**src/rtl/iter_seq_counter.sv**
```systemverilog
// -----------------------------------------------------------------------------
// iter_seq_counter
// Multi-channel iteration sequencer for the iterative multiply/divide units.
// Each channel runs an independent start/busy/done handshake with a terminal
// count latched at start, step gating, abort, and a look-ahead "last" flag.
//
// Optional feature macro: ITER_SEQ_PERF_EN
//   When defined, adds done_total: a saturating 16-bit per-channel count of
//   done pulses, cleared only by rst.
//
// Ports:
//   clk        in   clock, rising edge
//   rst        in   synchronous active-high reset
//   start      in   [NUM_CH]        per-channel start request
//   step       in   [NUM_CH]        per-channel advance enable
//   abort      in   [NUM_CH]        per-channel cancel
//   term_cnt   in   [NUM_CH*CNT_W]  per-channel terminal count, slice i*CNT_W
//   count      out  [NUM_CH*CNT_W]  current iteration index (registered)
//   busy       out  [NUM_CH]        channel running (registered)
//   last       out  [NUM_CH]        combinational: busy & (count == term)
//   done       out  [NUM_CH]        one-cycle completion pulse (registered)
//   done_total out  [NUM_CH*16]     done pulse counters (ITER_SEQ_PERF_EN only)
// -----------------------------------------------------------------------------
module iter_seq_counter #(
  parameter int unsigned NUM_CH = 2,
  parameter int unsigned CNT_W  = 4
) (
  input  logic                      clk,
  input  logic                      rst,
  input  logic [NUM_CH-1:0]         start,
  input  logic [NUM_CH-1:0]         step,
  input  logic [NUM_CH-1:0]         abort,
  input  logic [NUM_CH*CNT_W-1:0]   term_cnt,
  output logic [NUM_CH*CNT_W-1:0]   count,
  output logic [NUM_CH-1:0]         busy,
  output logic [NUM_CH-1:0]         last,
`ifdef ITER_SEQ_PERF_EN
  output logic [NUM_CH-1:0]         done,
  output logic [NUM_CH*16-1:0]      done_total
`else
  output logic [NUM_CH-1:0]         done
`endif
);

  localparam int unsigned PERF_W = 16;

  typedef enum logic {
    ST_IDLE = 1'b0,
    ST_RUN  = 1'b1
  } state_t;

  for (genvar gi = 0; gi < NUM_CH; gi++) begin : g_ch

    state_t             r_state;
    state_t             w_state_nxt;
    logic [CNT_W-1:0]   r_count;
    logic [CNT_W-1:0]   w_count_nxt;
    logic [CNT_W-1:0]   r_term;
    logic [CNT_W-1:0]   w_term_nxt;
    logic [CNT_W-1:0]   w_term_in;
    logic               r_busy;
    logic               w_busy_nxt;
    logic               r_done;
    logic               w_done_nxt;
    logic               w_at_term;

    assign w_term_in = term_cnt[gi*CNT_W +: CNT_W];
    assign w_at_term = (r_count == r_term);

    // Channel state registers
    always_ff @(posedge clk) begin
      if (rst) begin
        r_state <= ST_IDLE;
        r_count <= '0;
        r_term  <= '0;
        r_busy  <= 1'b0;
        r_done  <= 1'b0;
      end else begin
        r_state <= w_state_nxt;
        r_count <= w_count_nxt;
        r_term  <= w_term_nxt;
        r_busy  <= w_busy_nxt;
        r_done  <= w_done_nxt;
      end
    end

    // Next-state: IDLE accepts start unless aborted; RUN priority abort > step > hold
    always_comb begin
      w_state_nxt = r_state;
      w_count_nxt = r_count;
      w_term_nxt  = r_term;
      w_busy_nxt  = r_busy;
      w_done_nxt  = 1'b0;
      case (r_state)
        ST_IDLE: begin
          if (start[gi] && !abort[gi]) begin
            w_term_nxt  = w_term_in;
            w_count_nxt = '0;
            w_busy_nxt  = 1'b1;
            w_state_nxt = ST_RUN;
          end
        end
        ST_RUN: begin
          if (abort[gi]) begin
            w_count_nxt = '0;
            w_busy_nxt  = 1'b0;
            w_state_nxt = ST_IDLE;
          end else if (step[gi]) begin
            if (w_at_term) begin
              w_count_nxt = '0;
              w_busy_nxt  = 1'b0;
              w_done_nxt  = 1'b1;
              w_state_nxt = ST_IDLE;
            end else begin
              w_count_nxt = r_count + CNT_W'(1);
            end
          end
        end
      endcase
    end

    assign count[gi*CNT_W +: CNT_W] = r_count;
    assign busy[gi]                 = r_busy;
    assign done[gi]                 = r_done;
    // Look-ahead: the next accepted step will complete the run
    assign last[gi]                 = r_busy & w_at_term;

`ifdef ITER_SEQ_PERF_EN
    logic [PERF_W-1:0] r_done_total;

    // Saturating completion counter, updated on the same edge done is raised
    always_ff @(posedge clk) begin
      if (rst) begin
        r_done_total <= '0;
      end else if (w_done_nxt && (r_done_total != {PERF_W{1'b1}})) begin
        r_done_total <= r_done_total + PERF_W'(1);
      end
    end

    assign done_total[gi*PERF_W +: PERF_W] = r_done_total;
`endif

  end : g_ch

endmodule : iter_seq_counter

```
**config.mk**
```make
export PLATFORM = sky130hd
export DESIGN_NAME = iter_seq_counter
export DESIGN_NICKNAME = d
export VERILOG_FILES = /design/src/rtl/iter_seq_counter.sv
export SDC_FILE = /design/constraint.sdc
export NUM_CORES = 1
export LEC_CHECK = 0
export CAP_MARGIN = 20
export CELL_PAD_IN_SITES_DETAIL_PLACEMENT = 2
export CELL_PAD_IN_SITES_GLOBAL_PLACEMENT = 2
export CORE_MARGIN = 8
export CORE_UTILIZATION = 24
export CTS_CLUSTER_DIAMETER = 60
export DETAILED_ROUTE_END_ITERATION = 10
export HOLD_SLACK_MARGIN = 0.06
export PLACE_DENSITY = 0.7
export SYNTH_ARGS = -nofsm -noshare
export SYNTH_HDL_FRONTEND = slang
export SYNTH_SLANG_ARGS = --single-unit
```
**constraint.sdc**
```tcl
create_clock -name clk -period 1.3 [get_ports clk]
set_input_delay 0.195 -clock clk [delete_from_list [all_inputs] [get_ports clk]]
set_output_delay 0.195 -clock clk [all_outputs]
set_load 0.1 [all_outputs]
```
==> flow_summary.yaml, run 1 <==
cts:
  clkLatencyLatePin_ns: 0.27
  cts_buffer_depth: 2
  path_clk_slew_ns: 0.09
  cts_made_buffers: 3
  cts.sinks: 22
  cts_tree: "yes"
  h-tree-depth: 1
  holdBufCountCts: 0
  root_buffer: "clkbuf_8"
sta:
  max_freq_mhz: 574
  layout_min_cycle_time_ns: 1.74
  hold_viol: 0
  tns_ns: -2.26
  whs_ns: 0.314
  timing.final.crit_share_pct: 134
  clock_skew_ns: 0.00131
  fin_ws_ns: -0.442
  setup_viol: 16
  tightest_slew_ns: 0.296
  grt_setup_unrepaired: "true"
  drv_slew: 0
  slew_headroom_pct: 80.1
placed_design:
  port_buffers: 29
  hpwl_um: 2940
  placed_cells: 221
  post-place-ws_ns: -0.452
  gp_congestion: 0.770
  post_dp_cell_area_um2: 1740
global_routing:
  grt_usage_pct: 12.9
  antenna_found_initial: 0
  grt_max_degree: 14
  grt_first_pass_wirelength_um: 6580
  first_global_vias: 1270
  overflow: 0
floorplan:
  die_h_um: 82.0
  fp.coreArea_um2: 4260
  rows: 24
  initial_core_util_pct: 24.5
  die_w_um: 82.0
  ios: 30
  dieArea_um2: 6720
drt:
  remaining_drc_errors: 0
  wl_um: 4130
  wl_per_cell_um: 18.0
  drt_iter0_drc: 32
  vias: 1066
  postRouteAntennaNets: 0
  vias_per_cell: 4.63
  dr.pass1.iters: 4
setup_path:
  cpPeakStageDelay_ns: 0.36
  start_kind: "flip-flop"
  path_max_fanout: 2
  crit_required_ns: 1.11
  crit_type: "flip-flop to output port"
  cp_cell_sequence: "xor2_1, nor4_2, buf_4, and2_4, buf_12"
  crit_arrival_ns: 1.55
  cp-end-kind: "output port"
  crit_slowest_cell: "dfxtp_4"
power:
  p_per_area_nw_per_um2: 1030
  ir_drop_uv: 536
  leakagePower_nw: 0.808
  finalPower_mw: 2.06
min_path:
  min_path_type: "input port to flip-flop"
yosys:
  yosysSeqAreaShare_pct: 42.2
  synth_area_per_cell_um2: 8.78
  synth_ff_type: "dfxtp_1"
  netlist_area_um2: 1040
  synth-edff-count: 0
  synthDistinctLibCells: 26
  syn-num-nets: 137
  synth.yosys.warnings: 0
  synthCells: 119
  synthArstFlopShare_pct: 0
  ys_ff_latch: 22
layout:
  diodes: 0
  multi_input_area_um2: 692
  syn_to_final_growth_pct: 92.0
  layout.nets: 197
  finalInstanceArea_um2: 2010
  regArea_um2: 475
  layout-drive-gt1-share_pct: 53.9
  utilization_pct: 47.0
  fillCellCount: 449
  stdcell_count: 230
status:
  status: "finished, violations left"
  violations: "negative setup slack"
run:
  cap_violations: 0
-- worst paths after layout --
path,startpoint,endpoint,slack [ns],depth (start not counted)
worst max-delay path,g_ch[1].r_count[2],last[1],-0.44,5
worst min-delay path,start[0],g_ch[0].r_state,0.31,3
worst max register to register,g_ch[1].r_count[2],g_ch[1].r_done,-0.18,7
worst min register to register,g_ch[1].r_term[3],g_ch[1].r_term[3],0.49,2
-- logic make-up (layout without fill, tap and decap cells) --
group / after synthesis / count (layout) / share of synthesized area (%)
AO/OA/AOI/OAI: 25 / 25 / 15.7
XOR/XNOR: 14 / 14 / 11.7
AND/OR/NAND/NOR: 47 / 47 / 23.1
buffers and inverters: 9 / 68 / 4.91
flip-flops: 22 / 22 / 42.2
adder cells (fa/ha/maj): 2 / 2 / 2.39
-- flip-flops by register name (all words and copies together), names as in the netlist --
signal	flops
g_ch.r_count	8
g_ch.r_busy	2
g_ch.r_term	8
g_ch.r_state	2
g_ch.r_done	2
-- timing repair --
item / CTS / global route
setup endpoints to repair: 16 / 20
buffers inserted: 3 / 2
gates resized for setup: 22 / 16
pin swaps: 6 / 5
-- power by group --
group          total [mW]  leakage (nW)  internal [mW]  switching [mW]
Clock               0.660        0.0357          0.412           0.248
Combinational       0.672         0.585          0.315           0.356
Sequential          0.725         0.187          0.694          0.0311
Total                2.06         0.808           1.42           0.636
-- cell type report --
type                       count  share of cell area, %
clock buffer                   3                   2.06
inverter                       2                  0.374
clock inverter                 1                   1.50
tap                           52                   3.24
sequential                    22                   23.7
timing repair buffer          62                   34.6
multi-input combinational     88                   34.5
-- per-layer routing --
layer / vias up / track usage, % / wire length, µm
li1: 509 / - / -
met1: 531 / 13.6 / 1650
met2: 20 / 24.6 / 2280
met3: 6 / 1.75 / 120
met4: 0 / 5.61 / 74
met5: - / 0 / 0
-- worst max-delay path: cells and delay by family (launching register included) --
kind          cells  cell delay (ns)
simple gates      2             0.44
xor+xnor          1             0.15
flops             1             0.36
buf+inv           2             0.33
-- cells in the mapped netlist, types with 3 or more instances --
cell type / number / share of area [%]
nor2_1: 7 / 2.5
or3b_1: 3 / 2.5
nand3_1: 4 / 1.9
a21oi_1: 11 / 5.3
and2_1: 4 / 2.4
xor2_1: 8 / 6.7
nand2_1: 21 / 7.5
xnor2_1: 6 / 5.0
buf_4: 4 / 2.9
dfxtp_1: 22 / 42
-- cells in the final DEF (no fill, tap or decap), drive strengths merged, types with 4 or more instances in the layout --
cell           netlist  routed
xnor2                6       6
nand3                4       4
nor2                 7       7
dfxtp               22      22
clkdlybuf4s50        0      13
and2                 4       4
a21oi               13      13
nand2               21      21
xor2                 8       8
buf                  6      47
Note: power is estimated with default switching activity, not from simulation.
==> run 2: changes to the inputs <==
HOLD_SLACK_MARGIN = unset   (was 0.06)
==> results of run 2 <==
Same layout as run 1: the final DEF is identical, and so are final timing and power.
==> run 3: changes to the inputs <==
GPL_ROUTABILITY_DRIVEN = 1   (was unset)
SKIP_LAST_GASP = 1   (was unset)
==> run 3 against run 2 <==
Effect of this change:
- the flow still finishes with violations (negative setup slack)
- register-to-register slack improved by 0.02 ns
- utilization fell by 0.41 points
- sequential share of layout area rose by 0.083 points
- die area did not move
- maximum frequency rose by 2.7%
- final cell count fell by 0.43%
- global-route usage fell by 0.68 points
- combinational power fell by 1%
- clock-buffer cell count did not move
- cell area fell by 0.87%
- largest power group unchanged
==> flow_summary.yaml, run 3 (synthesis results as in run 1) <==
cts:
  clkLatencyLatePin_ns: 0.27
  path_clk_slew_ns: 0.09
  holdBufCountCts: 0
  cts_made_buffers: 3
  cts.sinks: 22
  cts_buffer_depth: 2
  cts_tree: "yes"
  root_buffer: "clkbuf_8"
  h-tree-depth: 1
global_routing:
  grt_first_pass_wirelength_um: 6320
  grt_usage_pct: 12.2
  antenna_found_initial: 0
  overflow: 0
  first_global_vias: 1241
  grt_max_degree: 14
sta:
  whs_ns: 0.326
  tns_ns: -2.05
  slew_headroom_pct: 78.6
  grt_setup_unrepaired: "true"
  tightest_slew_ns: 0.321
  setup_viol: 16
  max_freq_mhz: 589
  drv_slew: 0
  clock_skew_ns: 0.00313
  fin_ws_ns: -0.397
  hold_viol: 0
  timing.final.crit_share_pct: 131
  layout_min_cycle_time_ns: 1.70
drt:
  wl_um: 4090
  wl_per_cell_um: 17.9
  vias_per_cell: 4.66
  vias: 1067
  dr.pass1.iters: 4
  remaining_drc_errors: 0
  postRouteAntennaNets: 0
  drt_iter0_drc: 23
setup_path:
  cpPeakStageDelay_ns: 0.37
  reg2reg_depth: 7
  cp-end-kind: "output port"
  cp_cell_sequence: "xor2_2, nor4_4, and2_4, buf_12"
  crit_slowest_cell: "dfxtp_4"
  crit_arrival_ns: 1.50
  crit_required_ns: 1.11
  reg2reg_to: "g_ch[1].r_busy"
  start_kind: "flip-flop"
  crit_type: "flip-flop to output port"
  r2r-start: "g_ch[1].r_term[1]"
  path_max_fanout: 2
  reg2reg_slack_ns: -0.16
run:
  cap_violations: 0
floorplan:
  initial_core_util_pct: 24.5
  rows: 24
  die_w_um: 82.0
  dieArea_um2: 6720
  ios: 30
  fp.coreArea_um2: 4260
  die_h_um: 82.0
layout:
  fillCellCount: 442
  regArea_um2: 473
  layout_common_cells: "buf_4 (29), nand2_1 (19), buf_12 (14)"
  multi_input_area_um2: 688
  layout.nets: 196
  syn_to_final_growth_pct: 90.3
  final_common_cell: "buf_4"
  top_regs: "g_ch.r_count: 8 flops, g_ch.r_term: 8 flops"
  layout-drive-gt1-share_pct: 52.0
  diodes: 0
status:
  status: "finished, violations left"
  violations: "negative setup slack"
power:
  ir_drop_uv: 500
  leakagePower_nw: 0.797
  p_per_area_nw_per_um2: 1030
  finalPower_mw: 2.04
min_path:
  worstHoldStart: "start[0]"
  whs_path_depth: 3
  min_path_type: "input port to flip-flop"
  hold_end: "g_ch[0].r_state"
placed_design:
  post-place-ws_ns: -0.452
  port_buffers: 29
  hpwl_um: 2940
  gp_congestion: 0.770
-- run 3: changes by cell type in the layout (fill, tap and decap cells not counted), sizes merged --
| cell | before | now |
|---|---|---|
| buf | 47 | 46 |
-- run 3: power by group --
part | internal [mW] | leakage (nW) | switching, mW
sequential | 0.693 | 0.186 | 0.0323
combinational | 0.310 | 0.575 | 0.353
clock | 0.412 | 0.0357 | 0.242
total | 1.42 | 0.797 | 0.627
-- run 3: worst max-delay path by stage --
stage / from / to / depth (start not counted)
floorplan: g_ch[1].r_count[1] / last[1] / 3
global placement: start[0] / g_ch[0].r_count[1] / 5
detailed placement: start[0] / g_ch[0].r_count[0] / 5
CTS: g_ch[0].r_term[0] / last[0] / 4
global route: g_ch[1].r_term[2] / last[1] / 5
finish: g_ch[0].r_count[1] / last[0] / 4
-- run 3: area by class of cell --
type / instances / share of cell area, %
Multi-Input combinational cell: 88 / 34.6
Timing Repair Buffer: 61 / 34.4
Sequential cell: 22 / 23.8
Tap cell: 52 / 3.27
Clock buffer: 3 / 2.08
Clock inverter: 1 / 1.51
Inverter: 2 / 0.378
-- run 3: worst max-delay path, delay by kind of cell, from the launching register on --
family | cells | cell delay [ns]
buf+inv | 1 | 0.16
simple gates | 2 | 0.51
flops | 1 | 0.37
xor+xnor | 1 | 0.19
-- run 3: through the flow --
step | cell area [µm²] | std cells | util (%)
floorplan | 1080 | 119 | -
global placement | 1740 | 221 | 40.8
detailed placement | 1740 | 221 | 40.8
CTS | 1890 | 228 | 44.3
global route | 1990 | 229 | 46.6
finish | 1990 | 229 | 46.6
-- run 3: metal layers --
metal | vias up | track usage, % | wire length, µm
met2 | 32 | 22.8 | 2210
met1 | 516 | 13.5 | 1640
li1 | 507 | - | -
met5 | - | 0 | 0
met3 | 12 | 1.64 | 138
met4 | 0 | 4.74 | 104
-- run 3: what timing repair did --
action                                  CTS  global route
setup buffers                             3             1
endpoints found under the setup margin   16            18
pin swaps                                 6             5
gates resized for setup                  17            18
